### config.mk
export PLATFORM = sky130hd
export DESIGN_NAME = spi_slave_single_port_ram
export DESIGN_NICKNAME = d
export VERILOG_FILES = /design/src/rtl/spi_slave_single_port_ram.sv
export SDC_FILE = /design/constraint.sdc
export NUM_CORES = 2
export LEC_CHECK = 0
export BUFFER_PORTS_ARGS = -buffer_cell sky130_fd_sc_hd__buf_2
export CAP_MARGIN = 25
export CORE_MARGIN = 2
export CORE_UTILIZATION = 50
export CTS_CLUSTER_SIZE = 8
export DETAILED_ROUTE_END_ITERATION = 7
export PLACE_DENSITY = 0.68
export SYNTH_ARGS = -nofsm -noshare
export SYNTH_HDL_FRONTEND = slang
export SYNTH_SLANG_ARGS = --single-unit
### constraint.sdc
create_clock -name clk -period 4.2 [get_ports clk]
set_input_delay 0.42 -clock clk [delete_from_list [all_inputs] [get_ports clk]]
set_output_delay 0.42 -clock clk [all_outputs]
set_load 0.01 [all_outputs]
### src/rtl/spi_slave_single_port_ram.sv
// SPI slave front-end around a single-port synchronous RAM.
// Each frame is an op bit followed by a 10-bit word (2-bit command and 8-bit payload), MSB first.
// Commands: 00 write-address, 01 write-data, 10 read-address, 11 read-data.
// A read-data command returns the addressed byte on MISO, MSB first.

module spi_slave_ram #(
  parameter int MEM_DEPTH = 256,
  parameter int ADDR_SIZE = 8
) (
  input  logic       clk,
  input  logic       rst,
  input  logic [9:0] i_din,
  input  logic       i_rx_valid,
  output logic [7:0] o_dout,
  output logic       o_tx_valid
);

  logic [7:0]           mem [MEM_DEPTH];
  logic [ADDR_SIZE-1:0] r_wr_addr;
  logic [ADDR_SIZE-1:0] r_rd_addr;
  logic [7:0]           r_dout;
  logic                 r_tx_valid;

  // Address registers, read port and the one-cycle tx_valid strobe.
  always_ff @(posedge clk) begin
    if (rst) begin
      r_wr_addr  <= '0;
      r_rd_addr  <= '0;
      r_dout     <= '0;
      r_tx_valid <= 1'b0;
    end else begin
      r_tx_valid <= 1'b0;
      if (i_rx_valid) begin
        case (i_din[9:8])
          2'b00:   r_wr_addr <= ADDR_SIZE'(i_din[7:0]);
          2'b10:   r_rd_addr <= ADDR_SIZE'(i_din[7:0]);
          2'b11: begin
            r_dout     <= mem[r_rd_addr];
            r_tx_valid <= 1'b1;
          end
          default: ;
        endcase
      end
    end
  end

  // Storage write port.
  // NOTE: the array sits in its own reset-free block so it maps onto RAM macros; resetting it would force flops.
  always_ff @(posedge clk) begin
    if (i_rx_valid && i_din[9:8] == 2'b01) begin
      mem[r_wr_addr] <= i_din[7:0];
    end
  end

  assign o_dout     = r_dout;
  assign o_tx_valid = r_tx_valid;

endmodule

module spi_slave_single_port_ram #(
  parameter int MEM_DEPTH = 256,
  parameter int ADDR_SIZE = 8
) (
  input  logic clk,
  input  logic rst,
  input  logic SS_n,
  input  logic MOSI,
  output logic MISO
);

  typedef enum logic [2:0] {IDLE, CHK_CMD, WRITE, READ_ADD, READ_DATA} state_t;

  state_t      r_state;
  state_t      w_next_state;
  logic [3:0]  r_bit_cnt;
  logic [9:0]  r_rx_shift;
  logic        r_rx_valid;
  logic        r_rd_addr_flag;
  logic [7:0]  r_tx_shift;
  logic [3:0]  r_tx_cnt;
  logic        r_tx_active;
  logic        r_miso;
  logic [7:0]  w_dout;
  logic        w_tx_valid;
  logic        w_tx_done;

  spi_slave_ram #(
    .MEM_DEPTH (MEM_DEPTH),
    .ADDR_SIZE (ADDR_SIZE)
  ) ram (
    .clk        (clk),
    .rst        (rst),
    .i_din      (r_rx_shift),
    .i_rx_valid (r_rx_valid),
    .o_dout     (w_dout),
    .o_tx_valid (w_tx_valid)
  );

  // State register.
  // NOTE: sequential state always uses non-blocking assignments so every flop samples pre-edge values.
  always_ff @(posedge clk) begin
    if (rst) r_state <= IDLE;
    else     r_state <= w_next_state;
  end

  // Next-state decode; SS_n high from any state returns to IDLE.
  // NOTE: the default assignment first keeps this combinational block from inferring a latch.
  always_comb begin
    w_next_state = r_state;
    if (SS_n) begin
      w_next_state = IDLE;
    end else begin
      case (r_state)
        IDLE:    w_next_state = CHK_CMD;
        CHK_CMD: begin
          if (!MOSI)               w_next_state = WRITE;
          else if (r_rd_addr_flag) w_next_state = READ_DATA;
          else                     w_next_state = READ_ADD;
        end
        default: w_next_state = r_state;
      endcase
    end
  end

  // Receive shifter: 10 bits after the op bit, then ignore MOSI until SS_n rises.
  always_ff @(posedge clk) begin
    if (rst || SS_n) begin
      r_bit_cnt  <= '0;
      r_rx_shift <= '0;
      r_rx_valid <= 1'b0;
    end else begin
      r_rx_valid <= 1'b0;
      if (r_state == CHK_CMD) begin
        r_bit_cnt <= '0;
      end else if (r_state inside {WRITE, READ_ADD, READ_DATA} && r_bit_cnt != 4'd10) begin
        r_rx_shift <= {r_rx_shift[8:0], MOSI};
        r_bit_cnt  <= r_bit_cnt + 4'd1;
        if (r_bit_cnt == 4'd9) r_rx_valid <= 1'b1;
      end
    end
  end

  // The transmit sequence ends on the edge that returns MISO to 0 after bit 0.
  assign w_tx_done = !SS_n && r_tx_active && !w_tx_valid && (r_tx_cnt == 4'd0);

  // Transmit serialiser: load on tx_valid, then eight MSB-first bits, then idle low.
  always_ff @(posedge clk) begin
    if (rst || SS_n) begin
      r_tx_shift  <= '0;
      r_tx_cnt    <= '0;
      r_tx_active <= 1'b0;
      r_miso      <= 1'b0;
    end else if (w_tx_valid) begin
      r_tx_shift  <= w_dout;
      r_tx_cnt    <= 4'd8;
      r_tx_active <= 1'b1;
      r_miso      <= 1'b0;
    end else if (r_tx_active) begin
      if (r_tx_cnt != 4'd0) begin
        r_miso     <= r_tx_shift[7];
        r_tx_shift <= {r_tx_shift[6:0], 1'b0};
        r_tx_cnt   <= r_tx_cnt - 4'd1;
      end else begin
        r_miso      <= 1'b0;
        r_tx_active <= 1'b0;
      end
    end
  end

  // Read-address flag: set by a read-address word, cleared once a read byte has fully gone out.
  always_ff @(posedge clk) begin
    if (rst) begin
      r_rd_addr_flag <= 1'b0;
    end else if (r_rx_valid && r_rx_shift[9:8] == 2'b10) begin
      r_rd_addr_flag <= 1'b1;
    end else if (w_tx_done) begin
      r_rd_addr_flag <= 1'b0;
    end
  end

  assign MISO = r_miso;

endmodule

-- After elaboration in Yosys (flattened, before gate mapping)
Memories as Yosys holds them, arrays and structs flattened. A register that Yosys moved wholly into a read port is not among the register bits.
Cells that the tools add are included.
- output and inout port bits: 1
- memory bits (writable): 2048
- memories kept: 1
- register bits: 50
- memory list (name ; depth ; bits a word ; rd ports ; clocked after memory_dff ; write ports ; RTL line ; source):
    ram.mem ; 256 ; 8 ; 1 ; 1 ; 1 ; 18 ; logic [7:0] mem [MEM_DEPTH];
- bitwise operators: 3
- reduce and logical (&&, ||, !) cells: 29
- add/subtract/negate cells: 2
- mux-type cells: 19
- equal/unequal tests: 9
- operators with widths (operator ; count):
    8-bit two-way mux ; 3
    4-bit two-way mux ; 3
    2-bit AND reduction ; 6
    1-bit two-way mux ; 10
    2-bit nonzero test ; 4
    2-bit OR reduction ; 4
    3-bit by 2-bit == test with 1-bit output, second input constant ; 2
    1-bit logical AND ; 6
    3-bit two-way mux ; 2
    3-bit one-hot mux with 2 select lines ; 1
    4-bit by 1-bit adder with 4-bit output, second input constant ; 1
    2-bit == test, second input constant ; 2
    4-bit == test, second input constant ; 1
    4-bit zero test ; 1
    4-bit inequality test, second input constant ; 1
    4-bit nonzero test ; 1
    4-bit by 1-bit subtractor with 4-bit output, second input constant ; 1
    3-bit by 1-bit == test with 1-bit output, second input constant ; 1
    3-bit == test, second input constant ; 1
    3-bit zero test ; 1
    1-bit NOT ; 3
    3-bit nonzero test ; 1
    3-bit OR reduction ; 1
    2-bit by 1-bit == test with 1-bit output, second input constant ; 1
    other kinds (3) ; 4

-- Longest topological paths before layout
- depth in word-level cells: 6
- mapped depth: 13
- mapped depth without buffers: 8

-- Cells and area by module
A second synthesis with hierarchy kept.
- cell total of the unflattened synthesis: 4073
- area, all modules: 82111.3 um2
- modules (own cells, without submodules) (module ; area each (um2) ; cells an instance ; instances):
    spi_slave_ram ; 80626.1 ; 3909 ; 1
    spi_slave_single_port_ram ; 1485.2 ; 164 ; 1

-- Least setup slack after synthesis
OpenSTA, ideal clock, no wires.
- path type: reg-to-reg
- start: register r_rx_shift[0]
- end: memory ram.mem[0][0], data pin
- data required time: 3.335 ns
- data arrival time: 3.442 ns
- setup time: 0.865 ns
- setup slack: -0.107 ns
- stages on the path, launching flop included: 1
- path through: dfxtp_1
- RTL lines (what ; RTL line ; source):
    start: declaration ; 76 ; logic [9:0] r_rx_shift;
    start signal: assignment ; 136 ; r_rx_shift <= {r_rx_shift[8:0], MOSI};
    end: declaration ; 18 ;
Straight into the memory's write port.

==> impl_metrics.csv <==
group,metric,value,unit
run_status,status,"finished clean",
power_and_ir_drop,internal_power,36.19,mW
clock_tree,clk_latency,930,ps
layout,postLayoutCoreUtil,57.74,%
clock_tree,clkTransAtPathRegs,50,ps
timing,max_freq,251.8,MHz
yosys,yosysTopAreaCellShare,74.75,%
timing,finalSetupViolCount,0,
setup_path,r2r_start,"ram.r_rd_addr[0]$_SDFFE_PP0P_",
grt,grt_antenna_before_repair,5,
grt,grtUsageTotal,24.66,%
timing,rsz0062_at_grt,"false",
yosys,yosysWarnings,0,
place,port_buffers,4,
setup_path,critical_path_arrival,4780,ps
yosys,ys_seq_area_share,76.16,%
floorplanning,core_area,0.1631,mm^2
yosys,synth_area,0.08227,mm^2
setup_path,worst-path-max-fanout,25,
power_and_ir_drop,p_leak,29.10,nW
layout,layout_commonest_cell,"edfxtp_1",
yosys,syn_inst,4120,
setup_path,crit_chain,"buf_12 -> buf_4 -> mux4_1 -> a22o_1 -> a2111oi_0 -> a2111oi_0 -> and3_1 -> a221o_1",
floorplanning,start_util,50.43,%
layout,final-seq-area,0.06271,mm^2
layout,layout-drive-gt1-share,22.93,%
clock_tree,cts_tree,"yes",
min_path,whs_path_depth,4,
timing,slew_headroom,26.75,%
timing,fin_setup_tns,0,ps
layout,fillers,11600,
layout,areaGrowthSynthToFinish,14.49,%
setup_path,crit_path_start_kind,"register",
timing,finalCritPeriodShare,94.56,%
setup_path,crit_type,"reg -> reg",
timing,report.final.slew_viol_count,0,
power_and_ir_drop,seqPwrFrac,51.2,%
yosys,async_reset_ff_share,0,%
yosys,synth-main-ff-cell,"edfxtp_1",
clock_tree,h-tree-depth,5,
min_path,min_from,"MOSI",
floorplanning,row_count,148,
route,wl,207400,um
setup_path,crit_top_cell,"a2111oi_0",
grt,grt_pass1_vias,42480,
yosys,synthTopCellsByArea,"edfxtp_1 75%, mux4_2 11%, mux2i_1 3.2%",
setup_path,cp.depth,8,
floorplanning,chipHeight,409.6,um
setup_path,crit_family,"compound AO/OA/AOI/OAI gates",
job,maxCapViolCount,0,
timing,timing.final.ws_setup,228.6,ps
yosys,synth_edf_count,2048,
setup_path,crit_buf_inv,2,
clock_tree,numCtsBuffers,313,
power_and_ir_drop,p_sw_share,18.54,%
min_path,min_to,"r_rx_shift[0]$_SDFFE_PP0P_",
setup_path,cpPeakStageDelay,870,ps
yosys,syn_nets,4128,
yosys,yosys.area.top_type,"edfxtp_1",
setup_path,worstRegToRegCells,8,
min_path,hold_path.class,"in -> reg",
grt,grt_start_max_net_pins,180,
route,dr_wl_met2,95450,um
timing,period_minus_slack,3971,ps
timing,fin_skew,68.60,ps
route,wl_met1,82410,um
power_and_ir_drop,p_clk_share,48.7,%
place,dp_hpwl,126900,um
place,dpl_worst_slack,202.9,ps
place,gp_congestion,0.8851,
power_and_ir_drop,combPwrFrac,0.1,%
power_and_ir_drop,vdd.ir_drop.worst,417.5,uV
floorplanning,die-area,0.1678,mm^2
route,wl_per_cell,30.99,um
yosys,synth-seq-cells,2106,
power_and_ir_drop,p_switching,8.240,mW
floorplanning,io_pins,5,
route,route.detailed.drc,0,
timing,hold_viol,0,
route,vias,42980,
layout,layout_common_cells,"2,048 x edfxtp_1, 398 x mux4_2, 338 x nor2_1",
layout,multiInputGateArea,0.01791,mm^2
setup_path,rrSetupSlack,230,ps
clock_tree,cts_resized,0,
route,drtAntennaViolNets,0,
route,wl_met3,22200,um
setup_path,cp-end-kind,"register",
clock_tree,cts_root_buffer,"clkbuf_16",
timing,worst_pin_slew,1084,ps
clock_tree,clk_path_buf_depth,4,
power_and_ir_drop,pwr_density_cell,471.7,mW/mm^2
route,first_pass_iters,6,
route,top_layer_used,"met5",
grt,grt_pass1_wl,300100,um
yosys,synth.avg_cell_area,19.97,um^2
setup_path,reg2reg_to,"ram.o_dout[2]$_SDFFE_PP0P_",
grt,grt-ovfl-total,0,
floorplanning,die_x,409.6,um
clock_tree,cts_sinks,2106,
route,first_iter_violations,5994,
layout,num-nets-final,4463,
route,vias_per_cell,6.421,
yosys,ys_types,77,
setup_path,critPathSlowestCell,"a2111oi_0",
setup_path,required,5000,ps
==> cell type report <==
| class | count | share of cell area, % |
|---|---|---|
| Antenna cell | 1 | 0.002657 |
| Timing Repair Buffer | 276 | 2.724 |
| Sequential cell | 2106 | 66.57 |
| Clock buffer | 372 | 8.709 |
| Tap cell | 2175 | 2.889 |
| Inverter | 9 | 0.03852 |
| Multi-Input combinational cell | 1749 | 19.01 |
| Clock inverter | 6 | 0.05446 |
==> layer usage <==
layer / vias to the layer above / global-route usage, %
met3: 445 / 5.898
met4: 6 / 8.836
met2: 2554 / 36.93
li1: 17550 / -
met1: 22420 / 35.59
met5: - / 0
==> Yosys cell counts (6+ instances only) <==
cell	n
nor2b_1	17
nand4_1	12
and2_1	10
o22ai_1	83
o211ai_1	6
nor3_1	31
nand2b_1	8
mux4_1	15
mux2i_1	265
nor4_1	13
clkbuf_1	96
a22oi_1	51
inv_1	9
o21ai_0	41
a2111oi_0	21
buf_1	13
mux4_2	398
edfxtp_1	2048
o221ai_1	44
a31oi_1	13
a211oi_1	27
dfxtp_1	58
o31ai_1	7
buf_2	56
nand2_1	129
a21oi_1	68
nor2_1	339
a22o_1	12
buf_8	19
buf_4	24
nand3_1	52
buf_6	39
a32oi_1	6
==> what timing repair did <==
action,in CTS,in global routing
setup endpoints to repair,0,1
hold buffers,3,0
setup buffers,0,1
endpoints found under the hold margin,20,0
==> logic make-up (layout without fill, tap and decap cells) <==
kind of cell	after synthesis	after routing	synth area share (%)
other	0	1	0
AND/OR/NAND/NOR	636	636	3.328
flip-flops	2106	2106	76.16
XOR/XNOR	5	5	0.05324
adder cells (fa/ha/maj)	4	4	0.06084
AO/OA/AOI/OAI	420	420	3.588
multiplexers	684	684	14.69
buffers and inverters	265	663	2.122
==> worst reg2reg max path, cell delays in order, from the launching register on <==
cell and delay, ps:
dfxtp_4 850, buf_12 370, buf_4 220, mux4_1 550
a22o_1 200, a2111oi_0 870, a2111oi_0 160, and3_1 300
a221o_1 320
==> worst max path at each step <==
stage / to / start / slack (ps)
floorplan: ram.mem[0][0]$_DFFE_PP_ / r_rx_shift[0]$_SDFFE_PP0P_ / 1680
global placement: ram.o_dout[2]$_SDFFE_PP0P_ / ram.r_rd_addr[0]$_SDFFE_PP0P_ / 240
detailed placement: ram.o_dout[2]$_SDFFE_PP0P_ / ram.r_rd_addr[0]$_SDFFE_PP0P_ / 200
CTS: ram.o_dout[2]$_SDFFE_PP0P_ / ram.r_rd_addr[0]$_SDFFE_PP0P_ / 170
global route: ram.o_dout[2]$_SDFFE_PP0P_ / ram.r_rd_addr[0]$_SDFFE_PP0P_ / 160
finish: ram.o_dout[2]$_SDFFE_PP0P_ / ram.r_rd_addr[0]$_SDFFE_PP0P_ / 230
==> stage by stage <==
stage	total power, mW	hold slack, ps	std cells	instance area [um^2]
4_1_cts	44.65	320.1	6690	94130
3_5_place_dp	23.17	478.4	6309	85850
6_report	44.43	363.6	6694	94190
2_1_floorplan	23.16	436.0	4120	82280
3_3_place_gp	23.16	461.8	6307	85830
5_1_grt	45.50	364.6	6693	94190
==> power groups by stage <==
stage          sequential [mW]  combinational [mW]  clock [mW]
5_1_grt                   22.7              0.0361        22.7
3_5_place_dp              23.1              0.0311           0
4_1_cts                   22.7              0.0334        21.9
2_1_floorplan             23.1              0.0156           0
6_report                  22.7              0.0338        21.6
3_3_place_gp              23.1              0.0302           0
==> registers in the layout (all words and copies together), names as in the netlist <==
| signal | count |
|---|---|
| ram.o_tx_valid | 1 |
| MISO | 1 |
| r_rd_addr_flag | 1 |
| r_bit_cnt | 4 |
| r_state | 3 |
| ram.mem | 2048 |
| r_tx_shift | 8 |
| r_rx_shift | 10 |
| ram.r_wr_addr | 8 |
| ram.o_dout | 8 |
| r_tx_cnt | 4 |
| r_rx_valid | 1 |
| r_tx_active | 1 |
| ram.r_rd_addr | 8 |
Note: power is estimated with default switching activity, not from simulation.
